`src/rtl/seg7_pkg.sv`:
```
// Shared constants for the multiplexed 7-segment scan driver.
// Segment patterns are active-low {g,f,e,d,c,b,a}.
package seg7_pkg;

    localparam logic [6:0] SEG_OFF = 7'h7F;
    localparam logic       AN_OFF  = 1'b1;

    localparam logic [6:0] SEG_TABLE [16] = '{
        7'h40, 7'h79, 7'h24, 7'h30,
        7'h19, 7'h12, 7'h02, 7'h78,
        7'h00, 7'h10, 7'h08, 7'h03,
        7'h46, 7'h21, 7'h06, 7'h0E
    };

    typedef enum logic [1:0] {
        IDLE  = 2'd0,
        BLANK = 2'd1,
        SHOW  = 2'd2
    } state_e;

endpackage

```
`src/rtl/hex_to_seg7.sv`:
```
// Combinational hex nibble to active-low segment lookup.
// Output is registered by the instantiating scan driver.
module hex_to_seg7
    import seg7_pkg::*;
(
    input  logic [3:0] hex,
    output logic [6:0] seg
);

    assign seg = SEG_TABLE[hex];

endmodule

```
`src/rtl/seg7_scan_driver.sv`:
```
// Multiplexed hex display scanner with inter-digit blanking.
// Optional SEG7_LEADING_ZERO_SUPPRESS_EN blanks leading zero digits.
module seg7_scan_driver
    import seg7_pkg::*;
#(
    parameter int DIGITS       = 4,
    parameter int BLANK_CYCLES = 2
)
(
    input  logic                  I_CLK,
    input  logic                  rst,
    input  logic                  scan_tick,
    input  logic [4*DIGITS-1:0]   data,
    input  logic [DIGITS-1:0]     dp,
    input  logic [DIGITS-1:0]     blank,
    output logic [DIGITS-1:0]     an,
    output logic [6:0]            seg,
    output logic                  dp_n,
    output logic                  frame_start
);

    localparam int IW = (DIGITS > 1) ? $clog2(DIGITS) : 1;
    localparam logic [IW-1:0] LAST = IW'(DIGITS - 1);
    localparam logic [7:0] BC = 8'(BLANK_CYCLES);
    localparam logic [DIGITS-1:0] AN_ALL_OFF = {DIGITS{AN_OFF}};

    state_e          state;
    state_e          state_nxt;
    logic [IW-1:0]   idx;
    logic [IW-1:0]   idx_nxt;
    logic [7:0]      cnt;
    logic [7:0]      cnt_nxt;
    logic            tick_q;
    logic            tick_edge;
    logic            enter_show;
    logic [3:0]      nib [DIGITS];
    logic [3:0]      cur_nib;
    logic [6:0]      cur_seg;
    logic [DIGITS-1:0] blank_eff;

    assign tick_edge = scan_tick & ~tick_q;

    for (genvar k = 0; k < DIGITS; k++) begin : g_nib
        assign nib[k] = data[4*k +: 4];
    end

`ifdef SEG7_LEADING_ZERO_SUPPRESS_EN
    logic [DIGITS-1:0] lz;

    // lz[k]: every nibble from k upward is zero; digit 0 never suppressed
    always_comb begin
        lz = '0;
        lz[DIGITS-1] = (nib[DIGITS-1] == 4'h0);
        for (int k = DIGITS - 2; k > 0; k--) begin
            lz[k] = lz[k+1] & (nib[k] == 4'h0);
        end
    end

    assign blank_eff = blank | lz;
`else
    assign blank_eff = blank;
`endif

    always_comb begin
        state_nxt = state;
        idx_nxt   = idx;
        cnt_nxt   = cnt;
        unique case (state)
            IDLE: begin
                if (tick_edge) begin
                    cnt_nxt   = BC;
                    state_nxt = (BC == 8'd0) ? SHOW : BLANK;
                end
            end
            BLANK: begin
                cnt_nxt = cnt - 8'd1;
                if (cnt <= 8'd1) begin
                    state_nxt = SHOW;
                end
            end
            SHOW: begin
                if (tick_edge) begin
                    idx_nxt   = (idx == LAST) ? '0 : idx + 1'b1;
                    cnt_nxt   = BC;
                    state_nxt = (BC == 8'd0) ? SHOW : BLANK;
                end
            end
            default: begin
                state_nxt = IDLE;
            end
        endcase
    end

    // SHOW re-entered from SHOW only on a zero-length blank interval
    assign enter_show = (state_nxt == SHOW)
                      && ((state != SHOW) || tick_edge);

    assign cur_nib = nib[idx_nxt];

    hex_to_seg7 u_dec (
        .hex (cur_nib),
        .seg (cur_seg)
    );

    always_ff @(posedge I_CLK) begin
        if (rst) begin
            state       <= IDLE;
            idx         <= '0;
            cnt         <= '0;
            tick_q      <= 1'b0;
            an          <= AN_ALL_OFF;
            seg         <= SEG_OFF;
            dp_n        <= 1'b1;
            frame_start <= 1'b0;
        end else begin
            tick_q      <= scan_tick;
            state       <= state_nxt;
            idx         <= idx_nxt;
            cnt         <= cnt_nxt;
            frame_start <= enter_show && (idx_nxt == '0);
            if (enter_show) begin
                if (blank_eff[idx_nxt]) begin
                    an   <= AN_ALL_OFF;
                    seg  <= SEG_OFF;
                    dp_n <= 1'b1;
                end else begin
                    an   <= ~(DIGITS'(1) << idx_nxt);
                    seg  <= cur_seg;
                    dp_n <= ~dp[idx_nxt];
                end
            end else if (state_nxt != SHOW) begin
                an   <= AN_ALL_OFF;
                seg  <= SEG_OFF;
                dp_n <= 1'b1;
            end
        end
    end

endmodule

```
`config.mk`:
```
export PLATFORM = sky130hd
export DESIGN_NAME = seg7_scan_driver
export DESIGN_NICKNAME = d
export VERILOG_FILES = /design/src/rtl/seg7_pkg.sv /design/src/rtl/hex_to_seg7.sv /design/src/rtl/seg7_scan_driver.sv
export SDC_FILE = /design/constraint.sdc
export NUM_CORES = 1
export LEC_CHECK = 0
export ABC_AREA = 1
export CORE_MARGIN = 4
export CORE_UTILIZATION = 54
export CTS_CLUSTER_SIZE = 25
export DETAILED_ROUTE_END_ITERATION = 8
export GPL_TIMING_DRIVEN = 1
export PLACE_DENSITY = 0.89
export SLEW_MARGIN = 10
export SYNTH_ARGS = -nofsm -noshare
export SYNTH_HDL_FRONTEND = slang
export SYNTH_SLANG_ARGS = --single-unit
```
`constraint.sdc`:
```
create_clock -name I_CLK -period 3.3 [get_ports I_CLK]
set_input_delay 0.66 -clock I_CLK [delete_from_list [all_inputs] [get_ports I_CLK]]
set_output_delay 0.66 -clock I_CLK [all_outputs]
set_load 0.01 [all_outputs]
```
* Yosys cells after proc, flatten, opt, wreduce, memory -nomap -nowiden
Memories as Yosys holds them, arrays and structs flattened.
Index checks and enable logic that the tools add are counted.
** Cells by class
- Add/subtract/negate cells :: 2
- $mul :: 0
- Div/mod/pow operators :: 0
- Order comparisons :: 4
- Eq/ne operators :: 7
- Shifts and indexed selects :: 1
- Muxes and demuxes :: 26
- Bitwise operators :: 6
- Reduce and logical (&&, ||, !) cells :: 9
** Operators with widths (number)
- $mux 7 :: 5
- $mux 4 :: 5
- $pmux 8 s2 :: 1
- $mux 2 :: 5
- $bmux 4 s2 :: 1
- $le 8x1->1 const B :: 1
- $mux 8 :: 1
- $sub 8x1->8 const B :: 1
- $eq 2x2->1 const B :: 3
- $ge 5x5->1 const B :: 1
- $mux 1 :: 5
- $not 4->5 :: 1
- $bmux 1 s2 :: 2
- $logic_not 2->1 :: 2
- $ne 2x2->1 const B :: 2
- $not 4->4 :: 1
- $pmux 2 s2 :: 1
- $reduce_bool 2->1 :: 2
- $shl 1x2->4 const A :: 1
- $ge 3x3->1 const B :: 1
- $lt 2x3->1 const B :: 1
- $not 2->3 :: 1
- $add 2x1->2 const B :: 1
- $eq 2x1->1 const B :: 1
- 7 further kinds :: 9
** Word-level totals
- Flip-flop bits (word level) :: 26
- Latch bits :: 0
- RAM bits :: 0
- Bits in read-only memories :: 112
- Input port bits :: 27
- Word-level logic and storage cells :: 64
- Memories kept :: 1
** Memory list
- (name not given) :: depth 16, bits a word 7, rd ports 1, clocked after memory_dff 0, wr ports 0, line hex_to_seg7.sv:10 : assign seg = SEG_TABLE[hex];

* Depth between registers and ports, before layout
Gate-level depths: netlist of the first run.
- Depth in word-level cells :: 14
- Mapped depth :: 18
- Mapped depth without buffers :: 17

* Modules after synthesis
A second synthesis of the first run with hierarchy kept.
** Second synthesis, totals
- Cell total of the unflattened synthesis :: 282
- Area, all modules :: 1746.7 µm²
** Modules (own cells, without submodules)
- seg7_scan_driver :: times used 1, cells each 233, area each 1472.7 µm², sequential area each 520.5 µm²
- hex_to_seg7 :: times used 1, cells each 49, area each 274.0 µm², sequential area each 0.0 µm²

* Least setup slack after synthesis of the first run
No wires, ideal clock.
- Path kind :: input port to flip-flop
- Start :: in scan_tick
- End :: reg seg[5]
- Setup time :: 0.113 ns
- Data arrival time :: 2.176 ns
- Data required time :: 3.187 ns
- Slack :: 1.011 ns
- Stages on the path :: 17
- Buffers on the path :: 1
- Cell sequence :: inv_1 > nor2_4 > nand3_1 > nand2_2 > buf_6 > nor2_4 > nand2_1 > nand2_1 > nor2_2 > inv_1 > ha_1 > nand2_1 > o21ai_0 > nand2_1 > nand2_1 > nand2_1 > nand2_1
** On the way
- Cells in the longest elaborated chain, start to end :: 13
- Elaborated cells between the ends (all ways) :: 22
- Those cells by class :: eq/ne: 2; mux: 13; bitwise: 3; reduce/logical: 3; memory: 1
** Ends and longest elaborated chain
- from (decl) :: line seg7_scan_driver.sv:12 : input logic scan_tick,
- $and 1x1->1 * :: line seg7_scan_driver.sv:41 : assign tick_edge = scan_tick & ~tick_q;
- $mux 2 :: line seg7_scan_driver.sv:82 : if (tick_edge) begin
- $mux 2 :: line seg7_scan_driver.sv:68 : unique case (state)
- $not 2->3 (not written as such) :: line seg7_scan_driver.sv:98 : assign cur_nib = nib[idx_nxt];
- $bmux 4 s2 :: line seg7_scan_driver.sv:98
- $mux 4 (not written as such) (2 in a row) :: line seg7_scan_driver.sv:98
- $not 4->5 (not written as such) :: line hex_to_seg7.sv:10
- $mem_v2 16x7
- $mux 7 (not written as such) (2 in a row) :: line hex_to_seg7.sv:10
- $mux 7 :: line seg7_scan_driver.sv:122 : if (blank_eff[idx_nxt]) begin
- $mux 7 :: line seg7_scan_driver.sv:121 : if (enter_show) begin
- to (signal assigned) :: line seg7_scan_driver.sv:128 : seg <= cur_seg;
- to (decl) :: line seg7_scan_driver.sv:17 : output logic [6:0] seg,
Every way passes the cells marked *; elsewhere a longest branch is shown, timed or not. The select of a mux whose other input is x is not followed.
A chain may end at the register's enable or synchronous reset.

* Final worst setup path of the first run
Same ends and word-level chain as after synthesis.

==> results, run 1 <==
- The largest fanout on the critical path is 11.
- TritonCTS built the clock tree.
- The die covers 4193 µm².
- In the final layout, flip-flops and latches occupy 520.5 µm².
- The cell type with the highest aggregate area in the netlist is sky130_fd_sc_hd__dfxtp_1.
- The number of failing hold endpoints at the final stage is 0.
- The post-synthesis compound-gate area fraction is 7.770%.
- The filler cell count is 263.
- 0 antenna diodes ended up in the layout.
- In this run the remaining antenna-violating nets after routing total 0.
- The die span in y is 64.75 µm.
- Once the clock tree was built, the setup fixing pass inserted 0 buffers.
- For this design, the CTS-stage hold fixing added 0 buffers.
- The total number of H-tree levels is 1.
- The per-instance average area after synthesis is 6.234 µm².
- The count of mapped cells out of synthesis is 279.
- The initial antenna violation count is 0.
- Across the VDD grid, the largest voltage drop is 0.0001957 V.
- The type of origin of the critical path is an input pin.
- During synthesis, Yosys emitted a total of 0 warnings.
- The area growth from synthesis to layout is 25.54%.
- Entering global routing, the biggest net connects 16 pins.
- For the pin with the worst max-slew slack, the measured transition is 0.4061 ns.
- The total setup violations reported at the end of the flow is 0.
- In this design, the stage delay of the slowest critical-path cell is 0.45 ns.
- Yosys attributes the largest share of cell area to sky130_fd_sc_hd__dfxtp_1, sky130_fd_sc_hd__nand2_1, sky130_fd_sc_hd__nand3_1.
- The count of pins over their slew limit came to 0.
- The worst hold margin is 0.4957 ns.
- The floorplan step set the die width to 64.75 µm.
- The detailed-router iteration count before antenna repair is 4.
- The top cell type by area accounts for 29.93% of the synthesized area.
- The length of routed wiring on met1 is 1846 µm.
- Max-cap violations in this run came to 0.
- The root buffer cell is sky130_fd_sc_hd__clkbuf_4.
- The via count of the first global-routing pass was 1706.
- The total power density per cell area is 377.0 nW/µm².
- Setup repair after global routing left no endpoint under its margin.
- Buffers inserted during clock tree synthesis total 3.
- Derived from the worst setup path, the maximum achievable clock frequency is 0.3615 GHz.
- The per-cell via count in the routed design is 4.922.
- The placeable core area is 3078 µm².
- The critical path class is in2reg.
- The via total after detailed routing is 1772.
- The leakage power summed over all cells is 1.078 nW.
- The maximum clock path buffer count is 2.
- The number of nets in the finished design is 353.
- Across all setup checks in the final design, the least slack found is 0.5338 ns.
- The signal on the critical path passes through clkdlybuf4s50_1 -> inv_1 -> nor2_4 -> nand2_2 -> nand2_1 -> nand2_2 -> nand2_1 -> o21ai_1 -> nor2_2 -> inv_1 -> ha_1 -> nand2_1 -> o21ai_0 -> nand2_1 -> nand2_1 -> nand2_1 -> nand2_1.
- The combined global-route utilization of all metal layers is 20.27%.
- Counting every sink on the clock net gives 26.
- The top cell types in the final layout, fill and taps aside, are sky130_fd_sc_hd__nand2_1, sky130_fd_sc_hd__clkdlybuf4s50_1, sky130_fd_sc_hd__inv_1, sky130_fd_sc_hd__nand3_1, sky130_fd_sc_hd__dfxtp_1.
- On the final layout, the worst clock skew is 0.004979 ns.
- The placement row count is 20.
- After the first detailed-routing iteration, the DRC count stood at 113.
- The total wire length after detailed routing is 3920 µm.
- The dominant combinational cell family by area after synthesis is simple AND/OR/NAND/NOR gates.
- In this run the cell area of the synthesized design comes to 1739 µm².
- For this configuration, the core starts out at a cell density of 56.50%.
- The buffering stage count on the worst path with inverters included is 3.
- The headroom to the max-slew limit is 72.90%.
- Measured against the total synthesized area, the mux share comes to 0%.
- Sequential elements use 29.93% of the synthesized area.
- In the final routed layout, each cell accounts on average for 10.89 µm.
- Buffers placed on the I/O ports in this run total 39.
- Clock-pin slew was measured on the worst setup and hold paths at 0.13 ns.
- The type of the worst min-delay path is reg2reg.
- Timing analysis after detailed placement gives a worst setup slack of 0.2384 ns.
- The synthesized netlist net count is 315.
- The first global-routing pass estimated 7051 µm of wire.
- The met2 wire length is 1838 µm.
- The standard cell with the maximum stage delay on the critical path is sky130_fd_sc_hd__clkdlybuf4s50_1.
- Counting flops and latches in the post-synthesis netlist gives 26.
- Post-CTS repair changed the size of 0 cells.
- For this design the top-level I/O count stands at 40.
- The parity-gate share of the synthesized area counting xor and xnor cells is 1.511%.
- The synthesized netlist devotes 6.475% of its cell area to adder and majority cells.
- The total overflow left after global routing is 0.
- The DRC violation count after routing is 0.
- The area share of and/or/nand/nor cells after synthesis is 42.88%.
- The topmost layer with routed signal wires is met4.
- The worst path uses 83.83% of the clock period.
- The count of distinct cell types in the synthesized netlist is 25.
- Data on the critical path is required at its endpoint by 3.53 ns.
- In the detailed route, the total length drawn on met3 is 185 µm.
- In the final timing run, aggregate negative setup slack is 0 ns.
- The type of destination of the critical path is a register.
- For the worst-skew pair, the clock arrives at the later sink with an insertion delay of 0.32 ns.
- The multi-input combinational cells in the finished layout cover a total of 1020 µm².
- On the critical path the largest part of the delay comes from simple AND/OR/NAND/NOR gates.
- The minimum period implied by the final worst setup slack is 2.766 ns.
- The routability-driven placement congestion ratio is 0.9344.
- Leaving out fill and tap cells, the most frequent cell in the layout is sky130_fd_sc_hd__nand2_1.
- The arrival time of the worst setup path is 3.00 ns.
- The share of final-layout standard cells stronger than drive strength 1 is 7.278%.
- Detailed placement ended at an HPWL of 3049 µm.
- The flow ran to the end, and the final reports show no timing, DRC or antenna violations.
- The cell occurring most often along the worst timing path is sky130_fd_sc_hd__nand2_1.
==> synthesized netlist by cell type <==
library cell	instances
sky130_fd_sc_hd__inv_2	3
sky130_fd_sc_hd__nor2_1	20
sky130_fd_sc_hd__clkbuf_1	4
sky130_fd_sc_hd__buf_6	2
sky130_fd_sc_hd__nor3_1	5
sky130_fd_sc_hd__o21ai_1	2
sky130_fd_sc_hd__ha_1	9
sky130_fd_sc_hd__a21boi_0	1
sky130_fd_sc_hd__o21ai_2	1
sky130_fd_sc_hd__buf_4	1
sky130_fd_sc_hd__a21oi_1	8
sky130_fd_sc_hd__dfxtp_1	26
sky130_fd_sc_hd__nand2_1	93
sky130_fd_sc_hd__nand3_1	32
sky130_fd_sc_hd__nor2_2	3
sky130_fd_sc_hd__o2111ai_1	1
sky130_fd_sc_hd__xor2_1	3
sky130_fd_sc_hd__and3_1	2
sky130_fd_sc_hd__nand2_2	6
sky130_fd_sc_hd__nand4_1	2
sky130_fd_sc_hd__nand3_2	1
sky130_fd_sc_hd__nor2_4	3
sky130_fd_sc_hd__inv_1	38
sky130_fd_sc_hd__o21ai_0	12
sky130_fd_sc_hd__nand2_4	1
==> layer usage <==
layer | vias to the layer above | track usage (%)
met4 | 0 | 6.332
met1 | 769 | 26.25
met3 | 5 | 1.040
li1 | 944 | -
met5 | - | 0
met2 | 54 | 35.89
==> registers in the layout (all words and copies together), names as in the netlist <==
name         cells
frame_start      1
an               4
tick_q           1
idx              2
dp_n             1
cnt              8
state            2
seg              7
==> power breakdown <==
group	switching, W	internal [W]
Combinational	0.000181	0.000123
Sequential	0.0000190	0.000340
Clock	0.0000923	0.0000675
Total	0.000292	0.000531
==> logic make-up (layout without fill, tap and decap cells) <==
logic type               count (synthesis)  count (layout)
adder cells (fa/ha/maj)                  9               9
buffers and inverters                   48              85
flip-flops                              26              26
AND/OR/NAND/NOR                        168             168
AO/OA/AOI/OAI                           25              25
XOR/XNOR                                 3               3
==> worst register-to-register path: stages (launching register included) <==
cell,delay [ns]
sky130_fd_sc_hd__dfxtp_1,0.36
sky130_fd_sc_hd__ha_1,0.21
sky130_fd_sc_hd__inv_1,0.05
sky130_fd_sc_hd__nand2_1,0.04
sky130_fd_sc_hd__nand3_1,0.14
sky130_fd_sc_hd__nand2_2,0.18
sky130_fd_sc_hd__nand2_1,0.18
sky130_fd_sc_hd__o21ai_1,0.09
sky130_fd_sc_hd__nor2_2,0.24
sky130_fd_sc_hd__inv_1,0.13
sky130_fd_sc_hd__ha_1,0.23
sky130_fd_sc_hd__nand2_1,0.11
sky130_fd_sc_hd__o21ai_0,0.10
sky130_fd_sc_hd__nand2_1,0.08
sky130_fd_sc_hd__nand2_1,0.05
sky130_fd_sc_hd__nand2_1,0.05
sky130_fd_sc_hd__nand2_1,0.05
==> final timing paths <==
check                              end      start  cells past startpoint  slack, ns
worst max-delay path            seg[5]  scan_tick                     17       0.53
worst min-delay path             an[0]      an[0]                      2       0.50
worst max register to register  seg[5]     idx[0]                     16       0.90
worst min register to register   an[0]      an[0]                      2       0.50
==> per-stage QoR <==
stage,cells,util [%],total power [W],cell area [µm²]
2_1_floorplan,279,-,0.0005739,1739
3_3_place_gp,356,69.76,0.0006546,2147
3_5_place_dp,356,69.76,0.0006618,2147
4_1_cts,360,70.94,0.0008210,2183
5_1_grt,360,70.94,0.0008906,2183
6_report,360,70.94,0.0008231,2183
==> layout make-up <==
class | instances | share of cell area (%)
multi-input combinational | 205 | 46.71
sequential | 26 | 23.84
tap | 44 | 2.521
inverter | 41 | 7.049
timing repair buffer | 40 | 18.22
clock buffer | 4 | 1.662
(Power assumes the default switching activity.)
==> run 2: changes to the inputs <==
--- a/config.mk
+++ b/config.mk
@@ -7,11 +7,11 @@
 export LEC_CHECK = 0
 export ABC_AREA = 1
 export CORE_MARGIN = 4
-export CORE_UTILIZATION = 54
+export CORE_UTILIZATION = 50
 export CTS_CLUSTER_SIZE = 25
 export DETAILED_ROUTE_END_ITERATION = 8
 export GPL_TIMING_DRIVEN = 1
-export PLACE_DENSITY = 0.89
+export PLACE_DENSITY = 0.84
 export SLEW_MARGIN = 10
 export SYNTH_ARGS = -nofsm -noshare
 export SYNTH_HDL_FRONTEND = slang
==> constraint.sdc (replaced) <==
create_clock -name I_CLK -period 2.88 [get_ports I_CLK]
set_input_delay 0.576 -clock I_CLK [delete_from_list [all_inputs] [get_ports I_CLK]]
set_output_delay 0.576 -clock I_CLK [all_outputs]
set_load 0.01 [all_outputs]
==> run 2 against run 1 <==
Compared with the run above:
- register-to-register slack got worse by 0.31 ns
- clock skew increased by 0.012 ns
- flip-flop and latch count unchanged
- sequential share of layout area decreased by 0.52 points
- worst hold slack got worse by 0.0057 ns
- non-clock buffer count increased by 4
- global-route usage decreased by 0.63 points
- combinational power increased by 16%
- die area increased by 7.0%
- clock-buffer cell count decreased by 1
- utilization decreased by 4.0 points
- first-iteration DRC count increased by 27%
- critical path type unchanged
- highest routed layer unchanged
==> results, run 2 (same netlist as run 1, synthesis figures left out) <==
- The remaining global-route overflow is 0 (unchanged).
- The run finished with clean final reports.
- The clock period could shrink to 2.585 ns.
- The buffering stage count on the worst path with inverters included is 3 (unchanged).
- Compared with the post-synthesis result, the final layout area differs by 28.35%.
- The tightest min-delay check is of the reg2reg type.
- The number of sinks handled by clock tree synthesis is 26 (unchanged).
- Walking the worst path, the cells encountered are clkdlybuf4s50_1 -> inv_1 -> nor2_4 -> nand2_2 -> nand2_1 -> nand2_2 -> nand2_1 -> o21ai_1 -> nor2_2 -> inv_1 -> ha_1 -> nand2_1 -> o21ai_0 -> nand2_1 -> nand2_1 -> nand2_1 -> nand2_1.
- The placeable core area is 3337 µm² (+8.4%).
- The routability-driven placement congestion ratio is 0.8924 (-4.5%).
- The combined global-route utilization of all metal layers came to 19.64% (-0.63 points).
- The final cycle utilization of the critical path is 89.76%.
- The number of diodes added for antenna fixing was 0 (unchanged).
- The arrival time of the worst setup path was 2.82 ns (-0.18 ns).
- The detailed router's first-iteration violation count is 143 (+27%).
- The total setup violations reported at the end of the flow was 0 (unchanged).
- The via count of the first global-routing pass came to 1663 (-2.5%).
- The width of the die is 66.98 µm (+3.4%).
- The total placed cells including tap cells is 362 (+1.7%).
- The worst path setup slack after routing came to 0.2950 ns (-0.2388 ns).
- The largest net degree at the start of global routing is 16 (unchanged).
- The worst setup timing slack at the placement stage was -0.02791 ns (-0.2663 ns).
- The remaining antenna violation count after routing was 0 (unchanged).
- The number of nets in the finished design came to 357 (+1.1%).
- The area of the multi-input gates is 1020 µm² (unchanged).
- The fmax is 0.3868 GHz.
- The largest individual stage delay along the critical path comes from the cell sky130_fd_sc_hd__clkdlybuf4s50_1.
- The headroom to the max-slew limit is 71.93% (-0.96 points).
- The final setup skew is 0.01703 ns (+0.01205 ns).
- The required time of the critical path is 3.11 ns (-0.42 ns).
- The final cell utilization of the core is 66.89% (-4.0 points).
- The placement row count is 21 (+5.0%).
- The share of final-layout standard cells stronger than drive strength 1 is 8.438% (+1.2 points).
- The via total after detailed routing was 1788 (+0.90%).
- Setup repair after global routing left no endpoint under its margin.
- The insertion delay to the later sink of the worst-skew pair was 0.33 ns (about the same).
- The number of gates resized after cts came to 0 (unchanged).
- The stage delay of the slowest cell on the critical path is 0.45 ns (about the same).
- The type of destination of the critical path is a register.
- The pin slew with the least headroom to its limit is 0.4205 ns (+0.01444 ns).
- The wire length per cell came to 10.83 µm (-0.59%).
- The number of port buffers came to 39 (unchanged).
- The maximum clock path buffer count was 2 (unchanged).
- The worst setup path is launched from an input pin.
- The cell family contributing the most delay on the critical path is simple AND/OR/NAND/NOR gates.
- The starting density of the core was 52.12% (-4.4 points).
- The die span in y is 66.98 µm (+3.4%).
- TritonCTS built the clock tree.
- The critical path class is in2reg.
- The initial antenna violation count is 0 (unchanged).
- The clock edge transition at the registers on the reported setup and hold paths came to 0.13 ns (about the same).
- The placed wire-length estimate after detailed placement is 3170 µm (+3.9%).
- The detailed-router iteration count before antenna repair is 4 (unchanged).
- The max-cap violation count is 0 (unchanged).
- The total power density per cell area is 456.4 nW/µm² (+21%).
- The cell occurring most often along the worst timing path is sky130_fd_sc_hd__nand2_1.
- The number of failing hold endpoints at the final stage is 0 (unchanged).
- The area used by sequential logic in the layout is 520.5 µm² (unchanged).
- The worst vdd rail ir drop was 0.0002124 V (+8.6%).
- The number of top-level pins is 40 (unchanged).
- The filler cell count was 325 (+24%).
- The total number of H-tree levels was 1 (unchanged).
- The leakage power summed over all cells is 1.104 nW (+2.4%).
- The largest registers in the layout are cnt x8, seg x7, an x4.
- The buffer count from post-CTS setup fixing was 0 (unchanged).
- The first-pass GRT wire length is 6920 µm (-1.9%).
- Leaving out fill and tap cells, the most frequent cell in the layout is sky130_fd_sc_hd__nand2_1.
- The number of flip-flops under the largest register name came to 8 (unchanged).
- The library cells used most frequently in the layout, excluding fill and tap cells, are sky130_fd_sc_hd__nand2_1, sky130_fd_sc_hd__clkdlybuf4s50_1, sky130_fd_sc_hd__inv_1, sky130_fd_sc_hd__nand3_1, sky130_fd_sc_hd__dfxtp_1.
- The post-route non-filler standard cell count is 366 (+1.7%).
- The number of clock buffers inserted by TritonCTS is 3 (unchanged).
- The largest fanout on the critical path came to 7 (-4).
- The register with the most flip-flops in the final layout is cnt.
- The floorplan die area came to 4486 µm² (+7.0%).
- The DRC violation count after routing is 0 (unchanged).
- The root buffer cell is sky130_fd_sc_hd__clkbuf_4.
- The count of hold buffers inserted by post-cts repair is 0 (unchanged).
- The count of pins over their slew limit was 0 (unchanged).
- The total wire length after detailed routing is 3962 µm (+1.1%).
- The per-cell via count in the routed design is 4.885 (-0.75%).
## run 2: metrics by stage
stage	setup TNS (ns)	instance area [µm²]	power (W)	hold slack [ns]
2_1_floorplan	0	1739	0.0006576	0.4545
3_3_place_gp	0	2180	0.0007605	0.4538
3_5_place_dp	-0.03688	2180	0.0007675	0.4612
4_1_cts	0	2232	0.001023	0.4963
5_1_grt	0	2232	0.001090	0.5229
6_report	0	2232	0.001019	0.4900
## run 2: routing by layer
| layer | global-route usage, % | vias up | part of all wire [%] |
|---|---|---|---|
| met2 | 31.93 | 63 | 44 |
| met5 | 0 | - | 0 |
| li1 | - | 946 | - |
| met4 | 9.114 | 0 | 2.0 |
| met3 | 2.361 | 8 | 6.7 |
| met1 | 25.64 | 771 | 48 |
## run 2: worst paths after layout
kind | depth (start not counted) | slack [ns] | start | to
hold / removal | 2 | 0.49 | an[3] | an[3]
setup / recovery | 17 | 0.29 | scan_tick | seg[5]
hold reg to reg | 2 | 0.49 | an[3] | an[3]
setup reg to reg | 16 | 0.59 | idx[0] | seg[5]
## run 2: cell type report
cell class | count | area share (%)
Clock inverter | 1 | 1.345
Timing Repair Buffer | 44 | 19.17
Clock buffer | 3 | 1.009
Inverter | 41 | 6.895
Multi-Input combinational cell | 205 | 45.68
Sequential cell | 26 | 23.32
Tap cell | 46 | 2.578
## run 2: worst register-to-register path, delay by kind of cell (launching register included)
| family | cells | cell delay (ns) |
|---|---|---|
| adder cells (fa/ha/maj) | 2 | 0.44 |
| flip-flops | 1 | 0.37 |
| AO/OA/AOI/OAI | 2 | 0.19 |
| AND/OR/NAND/NOR | 10 | 1.04 |
| buffers and inverters | 2 | 0.18 |
## run 2: power by group
part	switching, W	total [W]	leakage [nW]	internal, W
Clock	0.000113	0.000254	0.0279	0.000141
Sequential	0.0000226	0.000413	0.212	0.000390
Combinational	0.000205	0.000352	0.864	0.000147
